==> src/rtl/pool2_pkg.sv <==
`default_nettype none
// ============================================================================
//  Package  : pool2_pkg
//  Purpose  : Definitions shared by the pool2 buffer controller. Holds the
//             streaming state enumeration and the pointer-advance helper.
//             The helper wraps at an arbitrary depth rather than at a power
//             of two.
//  Revision : 1.0  initial release
// ============================================================================
package pool2_pkg;

  // Streaming controller states
  typedef enum logic [1:0] {
    IDLE  = 2'd0,
    RUN   = 2'd1,
    FLUSH = 2'd2
  } pool2_state_e;

  // Advance a circular pointer; depth-1 wraps to 0
  function automatic logic [31:0] ptr_inc(input logic [31:0] ptr,
                                          input logic [31:0] depth);
    logic [31:0] nxt;
    if (ptr == depth - 32'd1) begin
      nxt = 32'd0;
    end else begin
      nxt = ptr + 32'd1;
    end
    return nxt;
  endfunction

endpackage : pool2_pkg
`default_nettype wire

==> src/rtl/pool2_skid_fifo.sv <==
`default_nettype none
// ============================================================================
//  Module   : pool2_skid_fifo
//  Purpose  : Small register FIFO that absorbs RAM read data returning from
//             the pipelined read port. Its depth need not be a power of two.
//  Ports    : clk, rst        - clock, synchronous active-high reset
//             clear           - synchronous flush
//             push, push_data - write one entry
//             pop             - remove the head entry
//             head_data       - current head (valid when occ != 0)
//             occ             - number of entries held
//  Revision : 1.0  initial release
// ============================================================================
module pool2_skid_fifo #(
  parameter  int DEPTH = 3,
  parameter  int WIDTH = 128,
  localparam int PTR_W = (DEPTH > 1) ? $clog2(DEPTH) : 1,
  localparam int OCC_W = $clog2(DEPTH + 1)
) (
  input  logic             clk,
  input  logic             rst,
  input  logic             clear,
  input  logic             push,
  input  logic [WIDTH-1:0] push_data,
  input  logic             pop,
  output logic [WIDTH-1:0] head_data,
  output logic [OCC_W-1:0] occ
);

  localparam logic [PTR_W-1:0] c_ptr_last = PTR_W'(DEPTH - 1);
  localparam logic [PTR_W-1:0] c_ptr_one  = PTR_W'(1);
  localparam logic [OCC_W-1:0] c_occ_full = OCC_W'(DEPTH);
  localparam logic [OCC_W-1:0] c_occ_one  = OCC_W'(1);

  logic [WIDTH-1:0] mem_q [DEPTH];
  logic [WIDTH-1:0] mem_d [DEPTH];
  logic [PTR_W-1:0] wr_ptr_q, wr_ptr_d;
  logic [PTR_W-1:0] rd_ptr_q, rd_ptr_d;
  logic [OCC_W-1:0] occ_q, occ_d;
  logic             w_do_push, w_do_pop;

  always_comb begin
    w_do_pop  = pop && (occ_q != '0);
    // A push into a full FIFO is accepted only if the head leaves this cycle
    w_do_push = push && ((occ_q != c_occ_full) || w_do_pop);

    mem_d    = mem_q;
    wr_ptr_d = wr_ptr_q;
    rd_ptr_d = rd_ptr_q;
    occ_d    = occ_q;

    if (w_do_push) begin
      mem_d[wr_ptr_q] = push_data;
      wr_ptr_d = (wr_ptr_q == c_ptr_last) ? '0 : wr_ptr_q + c_ptr_one;
    end
    if (w_do_pop) begin
      rd_ptr_d = (rd_ptr_q == c_ptr_last) ? '0 : rd_ptr_q + c_ptr_one;
    end
    case ({w_do_push, w_do_pop})
      2'b10:   occ_d = occ_q + c_occ_one;
      2'b01:   occ_d = occ_q - c_occ_one;
      default: occ_d = occ_q;
    endcase

    if (clear) begin
      wr_ptr_d = '0;
      rd_ptr_d = '0;
      occ_d    = '0;
    end
  end

  always_ff @(posedge clk) begin
    if (rst) begin
      wr_ptr_q <= '0;
      rd_ptr_q <= '0;
      occ_q    <= '0;
    end else begin
      wr_ptr_q <= wr_ptr_d;
      rd_ptr_q <= rd_ptr_d;
      occ_q    <= occ_d;
    end
  end

  // Storage carries no reset; occupancy alone qualifies its contents
  always_ff @(posedge clk) begin
    mem_q <= mem_d;
  end

  assign head_data = mem_q[rd_ptr_q];
  assign occ       = occ_q;

endmodule : pool2_skid_fifo
`default_nettype wire

==> src/rtl/pool2_buf_ctrl.sv <==
`default_nettype none
// ============================================================================
//  Module   : pool2_buf_ctrl
//  Purpose  : Circular FIFO controller over an external simple-dual-port
//             RAM with a fixed read latency. Reads are credit-limited so
//             that every word fetched has room in the skid FIFO. This lets
//             the consumer stall at any time without losing data.
//  Ports    : clk, rst              - clock, synchronous active-high reset
//             in_valid/in_ready/in_data    - write stream (valid/ready)
//             out_valid/out_ready/out_data - read stream (valid/ready)
//             ram_wea/ram_addra/ram_dina   - RAM write port
//             ram_addrb/ram_doutb          - RAM read port (RD_LAT cycles)
//             clear                 - synchronous flush of all contents
//             count                 - words accepted and not yet popped
//             full, empty           - occupancy flags
//             stat_hwm, stat_ovf    - peak count / sticky overflow attempt
//                                     (only with POOL2_BUF_CTRL_STATS_EN)
//  Options  : `define POOL2_BUF_CTRL_STATS_EN to add the statistics outputs
//  Revision : 1.0  initial release
// ============================================================================
module pool2_buf_ctrl
  import pool2_pkg::*;
#(
  parameter int DATA_W = 128,
  parameter int ADDR_W = 12,
  parameter int DEPTH  = 2160,
  parameter int RD_LAT = 2
) (
  input  logic              clk,
  input  logic              rst,
  input  logic              in_valid,
  output logic              in_ready,
  input  logic [DATA_W-1:0] in_data,
  output logic              out_valid,
  input  logic              out_ready,
  output logic [DATA_W-1:0] out_data,
  output logic              ram_wea,
  output logic [ADDR_W-1:0] ram_addra,
  output logic [ADDR_W-1:0] ram_addrb,
  output logic [DATA_W-1:0] ram_dina,
  input  logic [DATA_W-1:0] ram_doutb,
  input  logic              clear,
  output logic [ADDR_W:0]   count,
  output logic              full,
  output logic              empty
`ifdef POOL2_BUF_CTRL_STATS_EN
  ,
  output logic [ADDR_W:0]   stat_hwm,
  output logic              stat_ovf
`endif
);

  localparam int               c_skid_depth = RD_LAT + 1;
  localparam int               c_occ_w      = $clog2(c_skid_depth + 1);
  localparam logic [ADDR_W:0]  c_count_max  = (ADDR_W + 1)'(DEPTH + RD_LAT + 1);
  localparam logic [ADDR_W:0]  c_ram_max    = (ADDR_W + 1)'(DEPTH);
  localparam logic [ADDR_W:0]  c_cnt_one    = (ADDR_W + 1)'(1);
  localparam logic [3:0]       c_credits    = 4'(c_skid_depth);
  localparam logic [1:0]       c_st_idle    = 2'(IDLE);
  localparam logic [1:0]       c_st_run     = 2'(RUN);
  localparam logic [1:0]       c_st_flush   = 2'(FLUSH);

  logic [ADDR_W-1:0]  wptr_q, wptr_d;
  logic [ADDR_W-1:0]  rptr_q, rptr_d;
  logic [ADDR_W:0]    ram_cnt_q, ram_cnt_d;   // words in RAM not yet read
  logic [ADDR_W:0]    count_q, count_d;       // words accepted, not popped
  logic [RD_LAT-1:0]  vld_q, vld_d;           // reads in flight
  logic [1:0]         state_q, state_d;

  logic               w_full;
  logic               w_wr_en;
  logic               w_rd_en;
  logic               w_pop;
  logic               w_push;
  logic [c_occ_w-1:0] w_skid_occ;
  logic [DATA_W-1:0]  w_skid_head;
  logic [3:0]         w_inflight;
  logic [3:0]         w_used;
  logic [3:0]         w_credit_lim;

  // --------------------------------------------------------------------------
  // Handshakes and read-credit accounting
  // --------------------------------------------------------------------------
  always_comb begin
    w_inflight = '0;
    for (int i = 0; i < RD_LAT; i++) begin
      w_inflight = w_inflight + {3'b000, vld_q[i]};
    end
  end

  assign w_full    = (count_q == c_count_max) || (ram_cnt_q == c_ram_max);
  // Holding in_ready low during rst keeps a reset cycle from completing a
  // handshake that the reset would otherwise discard.
  assign in_ready  = !rst && !w_full && !clear;
  assign w_wr_en   = in_valid && in_ready;

  assign out_valid = (w_skid_occ != '0);
  assign out_data  = w_skid_head;
  assign w_pop     = out_valid && out_ready;

  // A pop in the current cycle returns its credit at once. Without this,
  // each credit is held for RD_LAT+2 cycles and the stream tops out below
  // one word per cycle.
  assign w_used       = 4'(w_skid_occ) + w_inflight;
  assign w_credit_lim = c_credits + {3'b000, w_pop};
  assign w_rd_en      = !clear && (ram_cnt_q != '0) && (w_used < w_credit_lim);

  // Data landing while flushing belongs to reads issued before the clear
  assign w_push = vld_q[RD_LAT-1] && (state_q != c_st_flush);

  // --------------------------------------------------------------------------
  // Next-state logic
  // --------------------------------------------------------------------------
  always_comb begin
    wptr_d    = wptr_q;
    rptr_d    = rptr_q;
    ram_cnt_d = ram_cnt_q;
    count_d   = count_q;
    vld_d     = '0;
    state_d   = state_q;

    if (w_wr_en) begin
      wptr_d = ADDR_W'(ptr_inc(32'(wptr_q), 32'(DEPTH)));
    end
    if (w_rd_en) begin
      rptr_d = ADDR_W'(ptr_inc(32'(rptr_q), 32'(DEPTH)));
    end

    // ram_cnt is registered, so a word written this cycle cannot be read
    // before the next cycle.
    case ({w_wr_en, w_rd_en})
      2'b10:   ram_cnt_d = ram_cnt_q + c_cnt_one;
      2'b01:   ram_cnt_d = ram_cnt_q - c_cnt_one;
      default: ram_cnt_d = ram_cnt_q;
    endcase

    case ({w_wr_en, w_pop})
      2'b10:   count_d = count_q + c_cnt_one;
      2'b01:   count_d = count_q - c_cnt_one;
      default: count_d = count_q;
    endcase

    vld_d[0] = w_rd_en;
    for (int i = 1; i < RD_LAT; i++) begin
      vld_d[i] = vld_q[i-1];
    end

    state_d = (count_d != '0) ? c_st_run : c_st_idle;

    if (clear) begin
      wptr_d    = '0;
      rptr_d    = '0;
      ram_cnt_d = '0;
      count_d   = '0;
      vld_d     = '0;
      state_d   = c_st_flush;
    end
  end

  always_ff @(posedge clk) begin
    if (rst) begin
      wptr_q    <= '0;
      rptr_q    <= '0;
      ram_cnt_q <= '0;
      count_q   <= '0;
      vld_q     <= '0;
      state_q   <= c_st_idle;
    end else begin
      wptr_q    <= wptr_d;
      rptr_q    <= rptr_d;
      ram_cnt_q <= ram_cnt_d;
      count_q   <= count_d;
      vld_q     <= vld_d;
      state_q   <= state_d;
    end
  end

  // --------------------------------------------------------------------------
  // Skid buffer for returning read data
  // --------------------------------------------------------------------------
  pool2_skid_fifo #(
    .DEPTH (c_skid_depth),
    .WIDTH (DATA_W)
  ) u_skid (
    .clk       (clk),
    .rst       (rst),
    .clear     (clear),
    .push      (w_push),
    .push_data (ram_doutb),
    .pop       (w_pop),
    .head_data (w_skid_head),
    .occ       (w_skid_occ)
  );

  // --------------------------------------------------------------------------
  // RAM ports and status
  // --------------------------------------------------------------------------
  assign ram_wea   = w_wr_en;
  assign ram_addra = wptr_q;
  assign ram_dina  = in_data;
  assign ram_addrb = rptr_q;

  assign count = count_q;
  assign full  = w_full;
  assign empty = (count_q == '0);

`ifdef POOL2_BUF_CTRL_STATS_EN
  logic [ADDR_W:0] hwm_q, hwm_d;
  logic            ovf_q, ovf_d;

  always_comb begin
    hwm_d = hwm_q;
    ovf_d = ovf_q;
    if (count_q > hwm_q) begin
      hwm_d = count_q;
    end
    if (in_valid && w_full) begin
      ovf_d = 1'b1;
    end
    if (clear) begin
      hwm_d = '0;
      ovf_d = 1'b0;
    end
  end

  always_ff @(posedge clk) begin
    if (rst) begin
      hwm_q <= '0;
      ovf_q <= 1'b0;
    end else begin
      hwm_q <= hwm_d;
      ovf_q <= ovf_d;
    end
  end

  assign stat_hwm = hwm_q;
  assign stat_ovf = ovf_q;
`endif

endmodule : pool2_buf_ctrl
`default_nettype wire
==> config.mk <==
export PLATFORM = sky130hd
export DESIGN_NAME = pool2_buf_ctrl
export DESIGN_NICKNAME = d
export VERILOG_FILES = /design/src/rtl/pool2_pkg.sv /design/src/rtl/pool2_skid_fifo.sv /design/src/rtl/pool2_buf_ctrl.sv
export SDC_FILE = /design/constraint.sdc
export NUM_CORES = 1
export LEC_CHECK = 0
export ABC_AREA = 1
export CAP_MARGIN = 20
export CORE_ASPECT_RATIO = 1.1
export CORE_MARGIN = 10
export CORE_UTILIZATION = 40
export DETAILED_ROUTE_END_ITERATION = 10
export PLACE_DENSITY_LB_ADDON = 0.25
export SYNTH_ARGS = -nofsm -noshare
export SYNTH_HDL_FRONTEND = slang
export SYNTH_SLANG_ARGS = --single-unit
==> constraint.sdc <==
create_clock -name clk -period 16.2 [get_ports clk]
set_input_delay 3.24 -clock clk [delete_from_list [all_inputs] [get_ports clk]]
set_output_delay 3.24 -clock clk [all_outputs]
set_load 0.02 [all_outputs]
==> reports/qor.yml, run 1 <==
status: "finished, final reports clean"
synth_seq_cells: 444
cts_sinks: 444
place_inst: 2493
layout-drive-gt1-share_pct: 5.56
fmaxAchievable_ghz: 0.105
worstRegToRegCells: 18
slew_headroom_pct: 36.4
stdcell_count: 2581
yosysSeqAreaShare_pct: 66.9
path_max_fanout: 43
clockBufferDepth: 3
min_path_type: "reg2reg"
ys_async_sr_fraction_pct: 0
final.setup_skew_ps: 12.2
peakVddDrop_mv: 0.0913
cts-resized-gates: 0
crit_arrival_ps: 6250
start_util_pct: 40.6
min_path_cells: 2
hold_start: "vld_q[0]"
grtUsageTotal_pct: 17.0
rows: 83
avgSynthCellArea_um2: 11.0
fp.dieW_um: 228
grt_pass1_vias: 12700
regToRegEndpoint: "ram_cnt_q[10]"
syn_area_um2: 19000
dp_hpwl_um: 33300
place_congestion: 0.843
antenna_found_initial: 7
routed_wl_um: 50000
cap_violations: 0
wire_per_inst_um: 19.4
clock_latency_ps: 590
top_level_ports: 559
hold_viol: 0
cts_hold_buf: 0
slew_viol_final: 0
cp.required_ps: 12960
area_growth_pct: 22.8
r2r_start: "vld_q[0]"
r2r_slack_ps: 11800
finalCritPeriodShare_pct: 58.6
core-area_um2: 46800
grt_max_degree: 129
yosysMostFrequentCell: "nand2_1"
fin_nets: 2199
p_leak_nw: 8.43
startpoint_type: "primary input"
die_h_um: 249
cp-end-kind: "output port"
vias: 12800
cts_setup_buffers: 0
drt-vias-per-instance: 4.95
route.detailed.drc: 0
setup_viol: 0
grt_pass1_wl_um: 75500
path_class: "in2out"
power_density_nw_per_um2: 114
first_pass_iters: 5
cts.clk_slew.worst_paths_ps: 60
synth_top_area_share_pct: 60.6
synth_area_leaders: "edfxtp_1 (61%), nand2_1 (11%), dfxtp_1 (6.3%)"
synth_ff_type: "edfxtp_1"
synth_edf_count: 384
synth_top_cell_by_area: "edfxtp_1"
ant_nets: 0
yosys_warnings: 0
cts_tree: "done"
drt_iter0_drc: 704
synth_nets: 2019
die_area_um2: 56700
total_power_w: 0.00266
grt-ovfl-total: 0
period_needed_ps: 9490
synthDistinctLibCells: 44
fin_tns_setup_ps: 0
numCtsBuffers: 47
synthesis.instances: 1725
min_to: "vld_q[1]"
max_slew.worst_pin.slew_ps: 954
yosys-top-cells-count: "nand2_1 (541), edfxtp_1 (384), nand3_1 (187), buf_4 (128), inv_1 (95)"
portBuffers: 302
htreeDepth: 2
rsz0062_at_grt: "no"
root_buffer: "clkbuf_16"
-- where the power goes --
group	switching [W]	internal, W	total [W]
Sequential	0.0000121	0.00127	0.00128
Combinational	0.000173	0.000120	0.000293
Clock	0.000439	0.000645	0.00108
Total	0.000624	0.00203	0.00266
-- worst max path at each step --
stage	from	to	cells after the start
2_1_floorplan	out_ready	u_skid.mem_q[256]	4
3_3_place_gp	clear	ram_wea	7
3_5_place_dp	clear	ram_wea	7
4_1_cts	clear	ram_wea	7
5_1_grt	rst	ram_wea	7
6_report	rst	ram_wea	7
-- per-stage QoR --
step | instance area [um2] | utilization, % | setup slack, ps | hold WS [ps]
6_report | 23400 | 49.9 | 6710 | 465
5_1_grt | 23400 | 49.9 | 6470 | 520
4_1_cts | 23400 | 49.9 | 6660 | 474
3_5_place_dp | 21800 | 46.5 | 6650 | 456
3_3_place_gp | 21800 | 46.5 | 6710 | 463
2_1_floorplan | 19000 | - | 3170 | 434
-- flip-flops by register name, summed over array words and instances, names as in the netlist --
register,count
u_skid.mem_q,384
count,13
ram_cnt_q,13
ram_addra,12
ram_addrb,12
state_q,2
u_skid.occ,2
u_skid.rd_ptr_q,2
u_skid.wr_ptr_q,2
vld_q,2
-- area by class of cell --
cell class                      instances  area [um2]
Clock inverter                         25         320
Antenna cell                            2        5.00
Clock buffer                           61        1250
Tap cell                              637         797
Timing Repair Buffer                  312        3110
Inverter                              102         390
Sequential cell                       444       12700
Fill cell                            4134       23500
Multi-Input combinational cell        998        4770
-- worst max-delay path, cell delays in order --
cell and delay (ps):
clkdlybuf4s50_1 470, nor2_1 630, inv_2 560, nor2_2 310
nand2_4 180, inv_2 210, clkdlybuf4s50_1 640
-- cells by family after synthesis --
logic type	count (synthesis)	share of synthesized area, %
fa+ha+maj	33	2.29
xor+xnor	20	0.920
compound gates	101	2.93
buf+inv	283	8.19
flops	444	66.9
simple gates	844	18.8
-- placed cells by master, fill, tap and decap left out, types with 5 or more instances in the layout --
cell type / Yosys / final
nand2_1: 541 / 541
edfxtp_1: 384 / 384
clkdlybuf4s50_1: 0 / 302
nand3_1: 187 / 187
inv_1: 95 / 93
a21oi_1: 60 / 60
dfxtp_1: 60 / 60
nor2_1: 56 / 54
clkbuf_16: 0 / 48
ha_1: 30 / 30
o21ai_0: 24 / 24
nor3_1: 19 / 17
xor2_1: 15 / 15
nand4_1: 13 / 13
clkbuf_1: 48 / 13
buf_4: 128 / 9
inv_2: 7 / 7
clkinv_1: 0 / 7
bufinv_16: 0 / 6
clkinv_2: 0 / 6
xnor2_1: 5 / 5
-- routing by layer --
metal | share of wire [%] | track usage [%] | up-vias
li1 | - | - | 6127
met1 | 39 | 19.2 | 6047
met2 | 48 | 27.7 | 477
met3 | 11 | 8.53 | 112
met4 | 2.2 | 4.80 | 10
met5 | 0.16 | 0 | -
Note: power is estimated with default switching activity, not from simulation.
==> run 2: changes to the inputs <==
Clock period 16.2 ns to 9.3 ns, I/O delays scaled along.
==> run 2 against run 1 <==
First-iteration DRC count increased by 19%; utilization decreased by 0.14 points; sequential share of layout area up 0.16 points; register-to-register slack worse by 6800 ps; largest power group unchanged; highest routed layer unchanged; sequential power grew 74%; cell count stayed put; hold slack lost 15 ps; via count decreased by 0.26%; count of clock-buffer cells in the layout fell by 11; largest cell class unchanged; clock power grew 66%.
==> reports/qor.yml, run 2 (same netlist as run 1, synthesis figures left out) <==
crit_family: "buffers and inverters"
start_util_pct: 40.6
dp_hpwl_um: 32700
max_slew.worst_pin.slew_ps: 997
vias: 12700
cp_num_buf_inv: 4
status: "finished, final reports clean"
htreeDepth: 2
drt_iter0_drc: 840
fin_nets: 2199
slew_viol_final: 0
min_path_type: "reg2reg"
grtUsageTotal_pct: 16.8
p_leak_nw: 8.38
place_inst: 2493
path_class: "in2out"
cts_sinks: 444
antenna_found_initial: 11
worstRegToRegCells: 18
grt_max_degree: 130
first_pass_iters: 5
power_density_nw_per_um2: 194
whs_ps: 450
finalCritPeriodShare_pct: 73.8
die_h_um: 249
place_congestion: 0.832
fmaxAchievable_ghz: 0.146
core-area_um2: 46800
worstPathCellList: "clkdlybuf4s50_1, nor2_1, inv_2, nor2_2, nand2_4, inv_2, clkdlybuf4s50_1"
cp-end-kind: "output port"
clock_latency_ps: 580
grt_pass1_vias: 12700
worst-path-stages: 7
area_growth_pct: 22.4
layout-drive-gt1-share_pct: 5.82
fin_tns_setup_ps: 0
grt-ovfl-total: 0
startpoint_type: "primary input"
drt-vias-per-instance: 4.94
fp.dieW_um: 228
cts.clk_slew.worst_paths_ps: 60
clockBufferDepth: 3
fillers: 4145
numCtsBuffers: 47
slowest_delay_ps: 700
setup_viol: 0
post_dp_cell_area_um2: 21800
peakVddDrop_mv: 0.166
path_max_fanout: 43
final_area_um2: 23300
period_needed_ps: 6860
cts_setup_buffers: 0
stdcell_count: 2581
hold_viol: 0
cts_hold_buf: 0
largest_reg_flops: 384
min_path_cells: 2
portBuffers: 302
final.setup_skew_ps: 16.3
slew_headroom_pct: 33.5
cp_slowest_cell: "nor2_1"
cts-resized-gates: 0
wire_per_inst_um: 19.1
layout_common_cells: "nand2_1 (541), edfxtp_1 (384), clkdlybuf4s50_1 (302)"
die_area_um2: 56700
grt_pass1_wl_um: 75200
cts_tree: "done"
route.detailed.drc: 0
cp.required_ps: 7440
root_buffer: "clkbuf_16"
routed_wl_um: 49400
rsz0062_at_grt: "no"
top_level_ports: 559
cap_violations: 0
layout_commonest_cell: "nand2_1"
top_register: "u_skid.mem_q"
ant_nets: 0
crit_arrival_ps: 5000
rows: 83
run 2: worst paths after layout:
| kind | start | end | slack (ps) |
|---|---|---|---|
| hold / removal | vld_q[0] | vld_q[1] | 450 |
| setup / recovery | rst | ram_wea | 2440 |
| setup reg to reg | vld_q[0] | ram_cnt_q[10] | 4960 |
| hold reg to reg | vld_q[0] | vld_q[1] | 450 |
run 2: power breakdown:
group / total (W) / switching, W / internal (W)
clock: 0.00179 / 0.000773 / 0.00101
combinational: 0.000512 / 0.000303 / 0.000209
sequential: 0.00223 / 0.0000211 / 0.00221
total: 0.00453 / 0.00110 / 0.00343
run 2: metal layers:
| metal | global-route usage (%) | wire, um |
|---|---|---|
| met5 | 0.0867 | 95 |
| met4 | 4.37 | 984 |
| met3 | 8.20 | 5380 |
| met2 | 27.2 | 23200 |
| met1 | 19.4 | 19700 |
run 2: stage by stage:
| stage | setup WS (ps) | power [W] | util (%) |
|---|---|---|---|
| 3_5_place_dp | 2390 | 0.00279 | 46.6 |
| 6_report | 2440 | 0.00453 | 49.8 |
| 2_1_floorplan | 1590 | 0.00266 | - |
| 3_3_place_gp | 2440 | 0.00278 | 46.6 |
| 4_1_cts | 2380 | 0.00458 | 49.7 |
| 5_1_grt | 2190 | 0.00472 | 49.8 |
run 2: layout make-up:
cell class	instances	area, um2	share of cell area, %
repair buffers	312	3120	13.4
diodes	3	7.51	0.0322
clock inverters	35	293	1.26
multi-input cells	998	4780	20.5
inverters	102	390	1.67
well taps	637	797	3.42
clock buffers	50	1190	5.09
flip-flops and latches	444	12700	54.6
run 2: worst min-delay path, stage by stage, from the launching register on:
cell     delay, ps
dfxtp_1        330
inv_1           60
nor2_1          30
==> run 3: changes to the inputs <==
Clock period 9.3 ns to 6.2 ns, I/O delays scaled along.
==> run 3 against run 2 <==
Flip-flop and latch count unchanged; sequential power up 50%; critical path type is now in2reg; largest power group unchanged; combinational power up 52%; die area unchanged; utilization up 0.46 points; worst setup slack worse by 870 ps; register-to-register slack worse by 3000 ps; sequential share of layout area down 0.50 points; cell count up 0.12%; global-route usage up 0.14 points; critical endpoint is now ram_cnt_q[10]; critical path depth up 11; hold slack better by 4.3 ps.
==> reports/qor.yml, run 3 (same netlist as run 1, synthesis figures left out) <==
startpoint_type: "primary input"
sequentialPowerShare_pct: 47.6
worstPathCellList: "clkdlybuf4s50_1, nand2_4, ha_1, a21oi_1, nand2_2, nor2_4, ha_1, inv_1, fa_1, nand3b_1, nand2_1, a21boi_1, o21ai_0, nand3_1, nand3_1, nand3_1, nand2_1, inv_1"
cts.clk_slew.worst_paths_ps: 60
power_frac_comb_pct: 11.1
first_pass_iters: 5
grt-ovfl-total: 0
area_growth_pct: 23.6
setup_ws_ps: 1560
critPathMostFrequentCell: "nand3_1"
top_register: "u_skid.mem_q"
largest_reg_flops: 384
cts-resized-gates: 0
fmaxAchievable_ghz: 0.216
place_congestion: 0.798
grt_pass1_wl_um: 75800
top_layer_used: "met5"
path_max_fanout: 15
slew_headroom_pct: 30.8
core-area_um2: 46800
dp_hpwl_um: 33100
wire_per_inst_um: 19.3
p_sw_w: 0.00164
slowest_delay_ps: 610
htreeDepth: 2
fp.dieW_um: 228
drt-vias-per-instance: 4.92
period_needed_ps: 4640
grtUsageTotal_pct: 16.9
cap_violations: 0
vias: 12700
final.setup_skew_ps: 18.6
fin_nets: 2200
grt_pass1_vias: 12800
routed_wl_um: 49800
die_area_um2: 56700
min_path_type: "reg2reg"
status: "finished, final reports clean"
path_class: "in2reg"
max_slew.worst_pin.slew_ps: 1030
slew_viol_final: 0
utilization_pct: 50.2
cts_hold_buf: 0
multi_input_area_um2: 4780
ant_nets: 0
clock_latency_ps: 580
cts_setup_buffers: 0
cp.required_ps: 6670
layout_commonest_cell: "nand2_1"
setup_viol: 0
layout-drive-gt1-share_pct: 5.77
hold_viol: 0
cts_sinks: 444
power_density_nw_per_um2: 299
drt_iter0_drc: 837
dr_wl_met3_um: 5410
die_h_um: 249
antenna_found_initial: 11
portBuffers: 302
rsz0062_at_grt: "no"
root_buffer: "clkbuf_16"
crit_arrival_ps: 5100
numCtsBuffers: 46
fillers: 4118
peakVddDrop_mv: 0.213
clockBufferDepth: 3
cp-end-kind: "register"
top_level_ports: 559
cp_slowest_cell: "ha_1"
internal-power_w: 0.00540
p_leak_nw: 8.47
start_util_pct: 40.6
route.detailed.drc: 0
swShare_pct: 23.3
grt_max_degree: 123
wl_met2_um: 24000
fin_tns_setup_ps: 0
wl_met1_um: 19500
cts_tree: "done"
seqCellArea_um2: 12700
pre_cts_ws_ps: 995
p_clk_share_pct: 41.4
layout_common_cells: "nand2_1 (541), edfxtp_1 (384), clkdlybuf4s50_1 (302)"
finalCritPeriodShare_pct: 74.8
rows: 83
total_power_w: 0.00704
-- run 3: cell type report --
class / instances / area share, %
clock inverter: 26 / 1.71
multi-input combinational: 998 / 20.3
tap: 637 / 3.39
clock buffer: 58 / 5.13
sequential: 444 / 54.1
inverter: 102 / 1.66
antenna: 5 / 0.0532
timing repair buffer: 314 / 13.6
-- run 3: routing by layer --
layer  track usage, %  vias to the layer above
met5           0.0867                        -
met4             4.14                       14
met3             8.44                       87
met2             28.1                      444
met1             19.0                     6030
li1                 -                     6142
-- run 3: power groups by stage --
stage	registers [W]	clock network, W	logic (W)
2_1_floorplan	0.00341	0	0.000578
3_3_place_gp	0.00341	0	0.000775
3_5_place_dp	0.00341	0	0.000782
4_1_cts	0.00335	0.00299	0.000788
5_1_grt	0.00335	0.00311	0.000865
6_report	0.00335	0.00291	0.000778
-- run 3: worst paths after layout --
path                                 from            end  slack [ps]  cells past startpoint
worst max-delay path            out_ready  ram_cnt_q[10]        1560                     18
worst min-delay path             vld_q[0]       vld_q[1]         450                      2
worst min register to register   vld_q[0]       vld_q[1]         450                      2
worst max register to register   vld_q[0]  ram_cnt_q[10]        1930                     18
-- run 3: worst max-delay path: cells and delay by family --
kind	cells	cell delay, ps
buf+inv	3	680
simple gates	9	1240
fa+ha+maj	3	1350
compound gates	3	580
-- run 3: stage by stage --
step | cells | cell area (um2) | hold WS [ps]
final | 2584 | 23500 | 455
after global routing | 2581 | 23500 | 483
after CTS | 2579 | 23500 | 461
after detailed placement | 2495 | 21900 | 451
after global placement | 2495 | 21900 | 444
after floorplan | 1725 | 19000 | 434
